$ cat config.mk
export PLATFORM = sky130hd
export DESIGN_NAME = p2s_ctrl_cond
export DESIGN_NICKNAME = d
export VERILOG_FILES = /design/src/rtl/p2s_ctrl_cond_pkg.sv /design/src/rtl/p2s_ctrl_cond_bit_cnt.sv /design/src/rtl/p2s_ctrl_cond.sv
export SDC_FILE = /design/constraint.sdc
export NUM_CORES = 1
export LEC_CHECK = 0
export BUFFER_PORTS_ARGS = -buffer_cell sky130_fd_sc_hd__buf_4
export CAP_MARGIN = 10
export CELL_PAD_IN_SITES_DETAIL_PLACEMENT = 1
export CELL_PAD_IN_SITES_GLOBAL_PLACEMENT = 2
export CORE_UTILIZATION = 33
export CTS_CLUSTER_DIAMETER = 60
export CTS_CLUSTER_SIZE = 10
export DETAILED_ROUTE_END_ITERATION = 10
export PLACE_DENSITY_LB_ADDON = 0.3
export SYNTH_ARGS = -nofsm -noshare
export SYNTH_HDL_FRONTEND = slang
export SYNTH_HIERARCHICAL = 1
export SYNTH_SLANG_ARGS = --single-unit
$ cat constraint.sdc
create_clock -name IN_CLK_p2s -period 4.6 [get_ports IN_CLK_p2s]
set_clock_uncertainty 0.15 [all_clocks]
set_input_delay 0.92 -clock IN_CLK_p2s [delete_from_list [all_inputs] [get_ports IN_CLK_p2s]]
set_output_delay 0.92 -clock IN_CLK_p2s [all_outputs]
set_load 0.02 [all_outputs]
$ cat src/rtl/p2s_ctrl_cond_pkg.sv
// Shared definitions for the p2s sequencer: FSM encoding and slot constants.
package p2s_ctrl_cond_pkg;

    typedef enum logic {
        ST_IDLE  = 1'b0,
        ST_SHIFT = 1'b1
    } state_t;

    localparam int         BITS_DEF  = 8;
    localparam logic [2:0] CTR_LAST  = 3'd0;
    localparam logic [2:0] CTR_FIRST = 3'd7;

endpackage

$ cat src/rtl/p2s_ctrl_cond_bit_cnt.sv
// Down counter for serial slot select: load-to-first has priority, decrement stops at zero.
// One-cycle update; no handshake, caller decides when to load or decrement.
module bit_cnt_p2s_ctrl #(
    parameter int             W     = 3,
    parameter logic [W-1:0]   FIRST = '1
) (
    input  logic         clk_i,
    input  logic         rst_ni,
    input  logic         load_i,
    input  logic         dec_i,
    output logic [W-1:0] cnt_o,
    output logic         zero_o
);

    logic [W-1:0] cnt_q;
    logic [W-1:0] cnt_d;

    always_comb begin
        cnt_d = cnt_q;
        if (load_i) begin
            cnt_d = FIRST;
        end else if (dec_i && (cnt_q != '0)) begin
            // Guarded so a stray decrement at zero can never wrap to FIRST.
            cnt_d = cnt_q - W'(1);
        end
    end

    always_ff @(posedge clk_i) begin
        if (!rst_ni) begin
            cnt_q <= FIRST;
        end else begin
            cnt_q <= cnt_d;
        end
    end

    assign cnt_o  = cnt_q;
    assign zero_o = (cnt_q == '0);

endmodule

$ cat src/rtl/p2s_ctrl_cond.sv
// Sequencer for the 4-lane p2s converter: load strobe on accept, then BITS slots MSB first.
// Slots occupy the BITS cycles after accept; ready only in IDLE or on the last slot, so words run gap-free.
module p2s_ctrl_cond
    import p2s_ctrl_cond_pkg::*;
#(
    parameter int BITS  = BITS_DEF,
    parameter int CNT_W = 16,
    localparam int CTR_W = $clog2(BITS)
) (
    input  logic             IN_CLK_p2s,
    input  logic             IN_RESET_p2s,
    input  logic             IN_ENB_ctl,
    input  logic             IN_VALID_p2s,
    output logic             OUT_READY_p2s,
    output logic             OUT_ENB_p2s,
    output logic             OUT_VALID_BS,
    output logic [CTR_W-1:0] OUT_CTR_p2s,
    output logic             OUT_SER_VALID,
    output logic             OUT_BUSY,
    output logic [CNT_W-1:0] OUT_WORDS
);

    localparam logic [CTR_W-1:0] CTR_INIT = CTR_W'(BITS - 1);

    state_t             state_q;
    state_t             state_d;
    logic [CTR_W-1:0]   ctr;
    logic               ctr_zero;
    logic               ctr_load;
    logic               ctr_dec;
    logic               ready;
    logic               accept;
    logic [CNT_W-1:0]   words_q;
    logic [CNT_W-1:0]   words_d;

    bit_cnt_p2s_ctrl #(
        .W     (CTR_W),
        .FIRST (CTR_INIT)
    ) u_bit_cnt (
        .clk_i  (IN_CLK_p2s),
        .rst_ni (IN_RESET_p2s),
        .load_i (ctr_load),
        .dec_i  (ctr_dec),
        .cnt_o  (ctr),
        .zero_o (ctr_zero)
    );

    always_ff @(posedge IN_CLK_p2s) begin
        if (!IN_RESET_p2s) begin
            state_q <= ST_IDLE;
            words_q <= '0;
        end else begin
            state_q <= state_d;
            words_q <= words_d;
        end
    end

    always_comb begin
        state_d = state_q;
        case (state_q)
            ST_IDLE:  if (accept)               state_d = ST_SHIFT;
            ST_SHIFT: if (ctr_zero && !accept)  state_d = ST_IDLE;
            default:                            state_d = ST_IDLE;
        endcase
    end

    always_comb begin
        ready    = IN_RESET_p2s && IN_ENB_ctl &&
                   ((state_q == ST_IDLE) || ((state_q == ST_SHIFT) && ctr_zero));
        accept   = IN_VALID_p2s && ready;
        // Counter sits at the first slot whenever no word is mid-shift.
        ctr_load = (state_q == ST_IDLE) || ctr_zero;
        ctr_dec  = (state_q == ST_SHIFT) && !ctr_zero;
        words_d  = words_q;
        if (accept && (words_q != '1)) begin
            words_d = words_q + CNT_W'(1);
        end
    end

    assign OUT_READY_p2s = ready;
    assign OUT_ENB_p2s   = accept;
    assign OUT_VALID_BS  = accept;
    assign OUT_CTR_p2s   = ctr;
    assign OUT_SER_VALID = (state_q == ST_SHIFT);
    assign OUT_BUSY      = (state_q == ST_SHIFT);
    assign OUT_WORDS     = words_q;

endmodule

### Word level (Yosys, flattened, before mapping)

Cells that the tools add are included.

* equal/unequal tests: 1
* bitwise logic cells: 2
* multiply operators: 0
* order comparisons: 0
* div/mod/pow operators: 0
* multiplexer cells: 3
* add/subtract/negate cells: 2
* reduce and logical (&&, ||, !) cells: 15
* shifts and indexed selects: 0

Operators by type and width (count)
* $add A16 B1 Y16 const B: 1
* $ne A16 B16 Y1 const B: 1
* $logic_and A1 B1 Y1: 8
* $logic_not A3 Y1: 1
* $reduce_bool A3 Y1: 1
* $sub A3 B1 Y3 const B: 1
* $logic_not A1 Y1: 2
* $logic_or A1 B1 Y1: 2
* $mux W1: 2
* $not A1 Y1: 2
* $pmux W1 S2: 1
* $reduce_or A2 Y1: 1

* input bits: 4
* bits in registers: 20
* memory bits (read-only): 0
* RAM bits: 0
* memories: 0
* latch bits: 0

### Longest topological paths before layout

Gate-level depths: netlist of run 1.

* depth after elaboration: 9
* gate-level depth with buffers: 9
* mapped depth without buffers: 8

### Cells and area by module

Netlist of run 1, hierarchy kept.

By module, submodules not included
* p2s_ctrl_cond: instances 1, area each 968.4 sq um, cells an instance 111, sequential area each 340.3 sq um
* bit_cnt_p2s_ctrl: instances 1, area each 151.4 sq um, cells an instance 16, sequential area each 60.1 sq um

### Least setup slack after synthesis of run 1

No wires, ideal clock.

* path type: reg2out
* from: register u_bit_cnt.cnt_q[0], in the netlist u_bit_cnt/cnt_o[0]
* to: output port OUT_VALID_BS
* required time: 3530 ps
* data arrival time: 1688 ps
* stages on the path, launching flop included: 9
* path slack: 1842 ps
* path through: dfxtp_1 -> inv_1 -> ha_1 -> ha_1 -> nand2b_2 -> nand4_2 -> buf_6 -> inv_1 -> buf_4

* longest elaborated chain between the ends: 5

Ends and longest elaborated chain
* start, declared: line p2s_ctrl_cond_bit_cnt.sv:15 `logic [W-1:0] cnt_q;`
* start signal, assigned: line p2s_ctrl_cond_bit_cnt.sv:32 `cnt_q <= cnt_d;`
* $logic_not A3 Y1: line p2s_ctrl_cond_bit_cnt.sv:37 `assign zero_o = (cnt_q == '0);`
* net ctr_zero: line p2s_ctrl_cond.sv:28 `logic ctr_zero;`
* $logic_and A1 B1 Y1: line p2s_ctrl_cond.sv:69 `((state_q == ST_IDLE) || ((state_q == ST_SHIFT) && ctr_zero));`
* $logic_or A1 B1 Y1: line p2s_ctrl_cond.sv:69
* $logic_and A1 B1 Y1: line p2s_ctrl_cond.sv:68 `ready = IN_RESET_p2s && IN_ENB_ctl &&`
* $logic_and A1 B1 Y1: line p2s_ctrl_cond.sv:70 `accept = IN_VALID_p2s && ready;`
* end, declared: line p2s_ctrl_cond.sv:16 `output logic OUT_VALID_BS,`

The timed path passes the listed nets, and every way through them passes these cells.

### Worst setup path after layout of run 1

Same ends and word-level chain as after synthesis.

==> results of run 1 <==
state kept, by name, indices dropped and copies added, names as in the netlist:
register         cells
OUT_BUSY             1
OUT_WORDS           16
u_bit_cnt/cnt_o      3
critical path, stage by stage, from the launching register on:
cell	delay (ns)
dfxtp_1	0.35
inv_1	0.06
ha_1	0.20
ha_1	0.19
nand2b_2	0.22
nand4_2	0.11
buf_4	0.26
inv_1	0.13
buf_4	0.17
Yosys cell counts (2+ instances only):
cell / n
a211oi_1: 2
a21oi_1: 8
and3_1: 2
and4_1: 4
buf_4: 2
buf_6: 2
clkbuf_1: 2
dfxtp_1: 20
ha_1: 3
inv_1: 7
mux2i_1: 7
nand2_1: 17
nand2b_1: 4
nand3_1: 5
nand4_1: 3
nand4_2: 2
nor3_1: 3
nor4_1: 5
o211ai_1: 2
o21ai_0: 2
o31ai_1: 4
or3_1: 3
or4_1: 3
worst paths after layout:
| check | startpoint | to | slack (ns) | depth (start not counted) |
|---|---|---|---|---|
| worst min-delay path | OUT_WORDS[15] | OUT_WORDS[15] | 0.36 | 2 |
| worst max register to register | u_bit_cnt/cnt_o[0] | OUT_WORDS[9] | 2.45 | 8 |
| worst max-delay path | u_bit_cnt/cnt_o[0] | OUT_VALID_BS | 1.52 | 8 |
| worst min register to register | OUT_WORDS[15] | OUT_WORDS[15] | 0.36 | 2 |
power breakdown:
group / total [uW] / internal [uW] / switching (uW)
sequential: 176 / 174 / 1.31
combinational: 24.6 / 9.18 / 15.4
clock: 149 / 88.1 / 60.9
area by class of cell:
type                            count  share of cell area
Multi-Input combinational cell     93               0.463
Clock inverter                      1              0.0216
Inverter                            8              0.0216
Timing Repair Buffer               28               0.151
Clock buffer                        3              0.0162
Sequential cell                    20               0.288
Tap cell                           44              0.0395
kinds of logic (layout without fill, tap and decap cells):
| family | count (synthesis) | in the layout |
|---|---|---|
| AND/OR/NAND/NOR | 60 | 60 |
| AO/OA/AOI/OAI | 22 | 22 |
| flip-flops | 20 | 20 |
| buffers and inverters | 14 | 40 |
| multiplexers | 7 | 7 |
| adder cells (fa/ha/maj) | 3 | 3 |
| XOR/XNOR | 1 | 1 |
per-stage QoR:
stage / hold WS [ns] / cell area [sq um] / setup WS, ns / util / power, uW
after floorplan: 0.405 / 1120 / 1.84 / - / 195
after global placement: 0.338 / 1340 / 1.80 / 0.428 / 204
after detailed placement: 0.349 / 1340 / 1.77 / 0.428 / 204
after CTS: 0.369 / 1390 / 1.49 / 0.445 / 355
after global routing: 0.396 / 1390 / 1.37 / 0.445 / 362
final: 0.362 / 1390 / 1.52 / 0.445 / 349
cells in the final DEF (no fill, tap or decap), types with 3 or more instances in the layout:
cell type / netlist / layout
nand3_1: 5 / 5
clkbuf_4: 0 / 3
mux2i_1: 7 / 7
buf_4: 2 / 28
nand2b_1: 4 / 4
nor4_1: 5 / 5
inv_1: 7 / 7
dfxtp_1: 20 / 20
ha_1: 3 / 3
nand4_1: 3 / 3
nor3_1: 3 / 3
or4_1: 3 / 3
a21oi_1: 8 / 8
nand2_1: 17 / 17
o31ai_1: 4 / 4
or3_1: 3 / 3
and4_1: 4 / 4
per-layer routing:
metal  vias to the layer above  track usage  wire length, um
li1                        522            -                -
met1                       513        0.232             1350
met2                        14        0.297             1400
met3                         4       0.0260               82
met4                         0       0.0664               37
met5                         -            0                0
==> results.py, run 1 <==
metrics = {
    "worst_setup_path": {
        "cp.arrival_ns": 2.01,
        "critPathMaxFanout": 25,
        "cp.required_ns": 3.53,
        "critPathKind": "reg -> out",
        "critical_path.endpoint_type": "output pin",
        "critPathLaunchType": "flip-flop",
    },
    "final_layout": {
        "antenna_cells": 0,
        "regArea_sq_um": 400,
        "final_cells": 197,
        "area_growth_pct": 24.4,
        "fill_cells": 384,
        "fin_nets": 161,
        "multi_input_area_sq_um": 644,
        "drive_gt1_frac": 0.248,
    },
    "route": {
        "drt-total-wl_mm": 2.87,
        "drtIter0Drc": 59,
        "vias_per_cell": 5.35,
        "drc": 0,
        "firstDrtPassIters": 4,
        "via_count": 1053,
        "wl_per_cell_um": 14.6,
        "postRouteAntennaNets": 0,
    },
    "synthesis": {
        "ys_top_cells_by_area": "dfxtp_1 (36%), mux2i_1 (6.3%), nand2_1 (5.7%), a21oi_1 (3.6%), ha_1 (3.4%)",
        "yosys.area.top_type": "dfxtp_1",
        "synth_top_cell_area_share": 0.358,
        "synth_top_family_by_area": "simple AND/OR/NAND/NOR gates",
        "synth_edf_count": 0,
        "ys_ff_latch": 20,
        "netlist_instances": 127,
        "ys_async_sr_fraction": 0,
        "avgSynthCellArea_sq_um": 8.82,
        "synthAdderAreaFrac": 0.0335,
        "ys_types": 38,
        "synth.area.mux_share": 0.0626,
        "synthSimpleGateAreaFrac": 0.342,
        "syn_area_sq_um": 1120,
        "synth_compound_area_frac": 0.130,
        "synthesis.nets": 134,
        "synthFlopType": "dfxtp_1",
        "seq_area_frac_synth": 0.358,
        "synth_xor_xnor_area_share": 0.00782,
        "ys.warnings.count": 6,
    },
    "clock_network": {
        "clkTransAtPathRegs_ns": 0.13,
        "clk_latency_ns": 0.31,
        "cts_max_path_buffers": 2,
        "cts_root_buf": "clkbuf_4",
        "hold_buffers": 0,
        "cts_made_buffers": 3,
        "clock_sinks": 20,
        "ctsHtreeMaxLevel": 1,
        "cts_setup_buffers": 0,
        "cts_tree": "built",
        "post_cts_resized": 0,
    },
    "timing": {
        "hold_viol": 0,
        "finalSetupTns_ns": 0,
        "finalSetupViolations": 0,
        "worstMarginPinSlew_ns": 0.640,
        "slew_headroom": 0.570,
        "rsz0062_at_grt": "no",
        "period_needed_ns": 3.08,
        "timing.final.crit_share": 0.670,
        "maxSlewViolCount": 0,
        "fmax_mhz": 324,
    },
    "floorplan": {
        "die_w_um": 60.3,
        "num_rows": 20,
        "pin_count": 28,
        "start_util": 0.358,
        "core_sq_um": 3130,
        "dieArea_sq_um": 3630,
        "fp.dieH_um": 60.3,
    },
    "place": {
        "port_buffers": 27,
        "dp_cells": 193,
        "dp.final_hpwl_mm": 2.13,
        "gp_congestion": 0.715,
    },
    "pwr": {
        "irDropWorstVdd_uv": 90.6,
        "power_density_nw_per_um2": 251,
        "power_leakage_uw": 0.000562,
    },
    "global_route": {
        "overflow": 0,
        "grt_pass1_wl_mm": 4.86,
        "grt_start_max_net_pins": 26,
        "grt_usage": 0.179,
        "grt_pass1_vias": 1028,
        "antenna_found_initial": 0,
    },
    "run_status": {
        "outcome": "completed",
    },
    "run": {
        "drv_cap": 0,
    },
    "worst_hold_path": {
        "min_path_type": "reg -> reg",
    },
}
No activity file was read; power rests on OpenSTA's default activity.
==> run 2, diff against run 1 <==
Settings changed: ABC_AREA set to 1, CORE_UTILIZATION 33 to 29.
Clock period 4.6 ns to 3 ns, I/O delays scaled along.
==> run 2 against run 1 <==
First-iteration DRC count increased by 10%. Register-to-register slack got worse by 1.3 ns. Via count increased by 22%. Cell count increased by 42%. Die area increased by 33%. Clock power increased by 87%. Setup slack got worse by 0.90 ns. Synthesized cell count increased by 57%. Largest power group is now the clock network.
==> results.py, run 2 <==
metrics = {
    "run_status": {
        "outcome": "completed",
    },
    "route": {
        "wl_per_cell_um": 12.4,
        "firstDrtPassIters": 4,
        "via_count": 1286,
        "postRouteAntennaNets": 0,
        "drtIter0Drc": 65,
        "drc": 0,
        "vias_per_cell": 4.61,
        "drt-total-wl_mm": 3.46,
    },
    "floorplan": {
        "pin_count": 28,
        "num_rows": 24,
        "fp.dieH_um": 69.5,
        "dieArea_sq_um": 4830,
        "die_w_um": 69.5,
        "start_util": 0.304,
        "core_sq_um": 4350,
    },
    "global_route": {
        "grt_pass1_wl_mm": 5.60,
        "grt_usage": 0.147,
        "grt_pass1_vias": 1168,
        "grt_start_max_net_pins": 17,
        "antenna_found_initial": 0,
        "overflow": 0,
    },
    "synthesis": {
        "ys.warnings.count": 6,
        "synthesis.nets": 206,
        "yosys.area.top_type": "dfxtp_1",
        "ys_types": 23,
        "netlist_instances": 199,
        "synthFlopType": "dfxtp_1",
        "seq_area_frac_synth": 0.303,
        "syn_area_sq_um": 1320,
        "synth_most_common_cell": "nand2_1",
        "ys_async_sr_fraction": 0,
        "synth_edf_count": 0,
        "synth_top_cell_area_share": 0.303,
        "ys_top_cells_by_area": "dfxtp_1 (30%), nand2_1 (15%), nor2_1 (8.5%), nand3_1 (6.4%), inv_1 (6.2%)",
        "synthTopCellsByCount": "nand2_1 (52), nor2_1 (30), inv_1 (22)",
        "avgSynthCellArea_sq_um": 6.65,
        "ys_ff_latch": 20,
    },
    "worst_setup_path": {
        "worstPathCellList": "inv_1 -> ha_1 -> ha_1 -> inv_1 -> nand2_1 -> nand2_2 -> nor2_8 -> buf_4",
        "r2r_cells": 12,
        "cp.arrival_ns": 1.63,
        "critPathMaxFanout": 6,
        "timing.rr.end": "OUT_WORDS[14]",
        "critPathLaunchType": "flip-flop",
        "critPathKind": "reg -> out",
        "critical_path.endpoint_type": "output pin",
        "cp_top_family": "adder cells",
        "slowest_stage": "dfxtp_1",
        "path_buf_inv": 3,
        "rr_startpoint": "u_bit_cnt/cnt_o[0]",
        "rrSetupSlack_ns": 1.17,
        "critPathMaxStageDelay_ns": 0.35,
        "cp.required_ns": 2.25,
    },
    "final_layout": {
        "final_cells": 279,
        "antenna_cells": 0,
        "largest_reg_flops": 16,
        "layout.cells.most_common": "nand2_1",
        "layout.cells.most_common_list": "nand2_1 (52), nor2_1 (30), buf_4 (27)",
        "design_area_sq_um": 1640,
        "fin_nets": 235,
        "area_growth_pct": 24.1,
        "drive_gt1_frac": 0.269,
    },
    "worst_hold_path": {
        "hold_path.startpoint": "u_bit_cnt/cnt_o[0]",
        "min_path_type": "reg -> reg",
        "holdPathEnd": "u_bit_cnt/cnt_o[0]",
        "hold_path_depth": 2,
    },
    "place": {
        "dp.final_hpwl_mm": 2.67,
        "gp_congestion": 0.759,
        "dp_cells": 275,
        "place_area_sq_um": 1570,
        "port_buffers": 27,
    },
    "timing": {
        "finalSetupTns_ns": 0,
        "fmax_mhz": 419,
        "slew_headroom": 0.790,
        "rsz0062_at_grt": "no",
        "worstMarginPinSlew_ns": 0.315,
        "finalSetupViolations": 0,
        "maxSlewViolCount": 0,
        "period_needed_ns": 2.38,
        "timing.final.crit_share": 0.795,
        "hold_viol": 0,
    },
    "clock_network": {
        "clock_sinks": 20,
        "clk_latency_ns": 0.27,
        "cts_max_path_buffers": 2,
        "hold_buffers": 0,
        "cts_setup_buffers": 0,
        "clkTransAtPathRegs_ns": 0.08,
        "cts_tree": "built",
        "post_cts_resized": 0,
        "cts_root_buf": "clkbuf_8",
        "cts_made_buffers": 3,
        "ctsHtreeMaxLevel": 1,
    },
    "run": {
        "drv_cap": 0,
    },
    "pwr": {
        "power_density_nw_per_um2": 363,
        "irDropWorstVdd_uv": 215,
        "power_leakage_uw": 0.000808,
    },
}
[run 2: worst max path at each step]
stage	start	slack, ns	to	cells past startpoint
after global routing	u_bit_cnt/cnt_o[0]	0.47	OUT_ENB_p2s	8
after floorplan	u_bit_cnt/cnt_o[0]	0.81	OUT_VALID_BS	8
final	u_bit_cnt/cnt_o[0]	0.62	OUT_ENB_p2s	8
after global placement	IN_RESET_p2s	0.87	OUT_ENB_p2s	6
after CTS	u_bit_cnt/cnt_o[0]	0.57	OUT_ENB_p2s	8
after detailed placement	IN_RESET_p2s	0.85	OUT_ENB_p2s	6
[run 2: final cells by class]
type,instances,area [sq um]
Inverter,28,105
Clock buffer,3,41.3
Clock inverter,1,30.0
Tap cell,52,65.1
Fill cell,568,2710
Multi-Input combinational cell,148,797
Sequential cell,20,400
Timing Repair Buffer,27,203
[run 2: worst register-to-register path, stage by stage, from the launching register on]
cell,delay (ns)
dfxtp_1,0.33
inv_1,0.08
ha_1,0.15
ha_1,0.15
inv_1,0.04
nand2_1,0.16
nand2_2,0.13
nor2_8,0.14
nand2_2,0.10
nor2_2,0.12
nand3_1,0.08
nand2_1,0.06
nor2_1,0.04
[run 2: power by group]
part / internal (uW) / switching (uW) / total, uW
registers: 268 / 2.83 / 270
logic: 16.8 / 30.5 / 47.3
clock network: 178 / 99.4 / 278
total: 463 / 133 / 596
[run 2: per-stage QoR]
| stage | power [uW] | worst slack [ns] | hold slack (ns) | util |
|---|---|---|---|---|
| finish | 596 | 0.616 | 0.344 | 0.377 |
| global route | 628 | 0.470 | 0.368 | 0.377 |
| CTS | 612 | 0.572 | 0.354 | 0.377 |
| detailed placement | 325 | 0.853 | 0.336 | 0.361 |
| global placement | 325 | 0.873 | 0.317 | 0.361 |
| floorplan | 309 | 0.807 | 0.403 | - |
[run 2: kinds of logic after synthesis]
logic type                 Yosys count  share of synthesized area
AOI/OAI and AO/OA                   17                     0.0653
xor gates and xnor gates             1                    0.00662
adders and majority gates            3                     0.0284
buffers and inverters               31                     0.0946
DFF                                 20                      0.303
and+or+nand+nor                    127                      0.502
[run 2: layer usage]
layer / global-route usage / routed length [um] / up-vias
li1: - / - / 682
met1: 0.199 / 1690 / 581
met2: 0.234 / 1620 / 19
met3: 0.0233 / 99 / 4
met4: 0.0544 / 42 / 0
met5: 0 / 0 / -
==> run 3, diff against run 2 <==
Settings changed: ABC_AREA 1 to 0, CORE_UTILIZATION 29 to 30.
Clock period 3 ns to 2.25 ns, I/O delays scaled along.
==> run 3 against run 2 <==
Sequential share of layout area grew 3.4 points. First-iteration DRC count shrank 4.6%. Clock-buffer cell count is the same. Clock power shrank 13%. Global-route usage grew 1.2 points. Via count shrank 16%. Critical endpoint is now OUT_VALID_BS.
==> results.py, run 3 (synthesized netlist as in run 1, its figures left out) <==
metrics = {
    "clock_network": {
        "cts_made_buffers": 3,
        "cts_max_path_buffers": 2,
        "clk_latency_ns": 0.26,
        "cts_root_buf": "clkbuf_8",
        "clkTransAtPathRegs_ns": 0.07,
        "cts_tree": "built",
        "clock_sinks": 20,
        "ctsHtreeMaxLevel": 1,
    },
    "place": {
        "dp.final_hpwl_mm": 2.19,
        "port_buffers": 27,
        "place_area_sq_um": 1380,
        "place_ws_ns": 0.0984,
        "gp_congestion": 0.752,
    },
    "timing": {
        "worstMarginPinSlew_ns": 0.379,
        "maxSlewViolCount": 0,
        "slew_headroom": 0.745,
        "period_needed_ns": 2.12,
        "timing.final.crit_share": 0.941,
        "rsz0062_at_grt": "yes",
        "setup_slack_ns": 0.132,
        "hold_ws_ns": 0.359,
        "fmax_mhz": 472,
        "hold_viol": 0,
        "finalSetupViolations": 0,
    },
    "final_layout": {
        "drive_gt1_frac": 0.308,
        "post-route-util": 0.421,
        "area_growth_pct": 29.4,
        "design_area_sq_um": 1450,
        "largest_reg_flops": 16,
        "layout.cells.most_common_list": "buf_4 (32), dfxtp_1 (18), nand2_1 (17)",
        "antenna_cells": 0,
        "fin_nets": 165,
        "layout.cells.most_common": "buf_4",
    },
    "route": {
        "drt-total-wl_mm": 2.90,
        "postRouteAntennaNets": 0,
        "wl_per_cell_um": 14.3,
        "drc": 0,
        "drtIter0Drc": 62,
        "firstDrtPassIters": 4,
        "vias_per_cell": 5.33,
        "via_count": 1077,
    },
    "global_route": {
        "grt_pass1_vias": 1075,
        "grt_usage": 0.159,
        "antenna_found_initial": 0,
        "overflow": 0,
        "grt_pass1_wl_mm": 5.00,
        "grt_start_max_net_pins": 18,
    },
    "worst_setup_path": {
        "critical_path.endpoint_type": "output pin",
        "timing.rr.end": "OUT_WORDS[4]",
        "critPathMaxFanout": 5,
        "cp.required_ns": 1.65,
        "rrSetupSlack_ns": 0.14,
        "critPathMaxStageDelay_ns": 0.32,
        "path_depth": 7,
        "cp.arrival_ns": 1.52,
        "crit_start": "u_bit_cnt/cnt_o[0]",
        "rr_startpoint": "u_bit_cnt/cnt_o[0]",
        "path_buf_inv": 3,
        "cp_top_family": "adder cells",
        "worstPathCellList": "inv_1 -> ha_1 -> ha_2 -> nand2b_4 -> nand4_4 -> inv_4 -> buf_4",
        "r2r_cells": 8,
        "critPathKind": "reg -> out",
        "critPathCapture": "OUT_VALID_BS",
        "critPathLaunchType": "flip-flop",
        "slowest_stage": "dfxtp_2",
    },
    "pwr": {
        "irDropWorstVdd_uv": 295,
        "power_density_nw_per_um2": 454,
        "power_leakage_uw": 0.000571,
    },
    "floorplan": {
        "die_w_um": 63.1,
        "pin_count": 28,
        "dieArea_sq_um": 3980,
        "fp.dieH_um": 63.1,
        "core_sq_um": 3440,
        "num_rows": 21,
        "start_util": 0.325,
    },
    "run": {
        "drv_cap": 0,
    },
    "worst_hold_path": {
        "hold_path.startpoint": "u_bit_cnt/cnt_o[1]",
        "min_path_type": "reg -> reg",
        "hold_path_depth": 2,
    },
    "run_status": {
        "outcome": "completed",
    },
}
run 3: layout make-up:
cell class              count  area (sq um)
well taps                  46          57.6
flip-flops and latches     20           403
fillers                   413          1990
inverters                   8          32.5
repair buffers             32           240
clock buffers               3          41.3
multi-input cells          93           674
run 3: per-stage QoR:
| step | total power [uW] | TNS, ns | cells |
|---|---|---|---|
| 2_1_floorplan | 400 | 0 | 127 |
| 3_3_place_gp | 419 | 0 | 199 |
| 3_5_place_dp | 421 | 0 | 199 |
| 4_1_cts | 671 | 0 | 202 |
| 5_1_grt | 682 | -0.00455 | 202 |
| 6_report | 657 | 0 | 202 |
run 3: metal layers:
| metal | vias up | GRT usage | wire length (um) |
|---|---|---|---|
| li1 | 537 | - | - |
| met1 | 517 | 0.187 | 1350 |
| met2 | 19 | 0.282 | 1400 |
| met3 | 4 | 0.0380 | 111 |
| met4 | 0 | 0.0436 | 32 |
| met5 | - | 0 | 0 |
run 3: worst min path at each step:
stage	slack [ns]	endpoint
after floorplan	0.37	u_bit_cnt/cnt_o[1]
after global placement	0.33	u_bit_cnt/cnt_o[1]
after detailed placement	0.34	u_bit_cnt/cnt_o[1]
after CTS	0.35	OUT_BUSY
after global routing	0.39	OUT_WORDS[15]
final	0.36	u_bit_cnt/cnt_o[1]
run 3: worst register-to-register path: cells and delay by family (launching register included):
family	cells	cell delay, ns
AOI/OAI and AO/OA	1	0.15
adders and majority gates	2	0.33
buffers and inverters	2	0.27
DFF	1	0.32
and+or+nand+nor	3	0.82
run 3: repair_timing:
item	in CTS	in global routing
endpoints found under the setup margin	2	2
hold buffers	0	0
setup buffers	0	0
gates resized for setup	2	6
run 3: report_power, final:
group | internal (uW) | switching, uW | leakage [uW]
Sequential | 356 | 3.34 | 0.000160
Combinational | 21.8 | 34.1 | 0.000389
Clock | 120 | 122 | 0.0000216
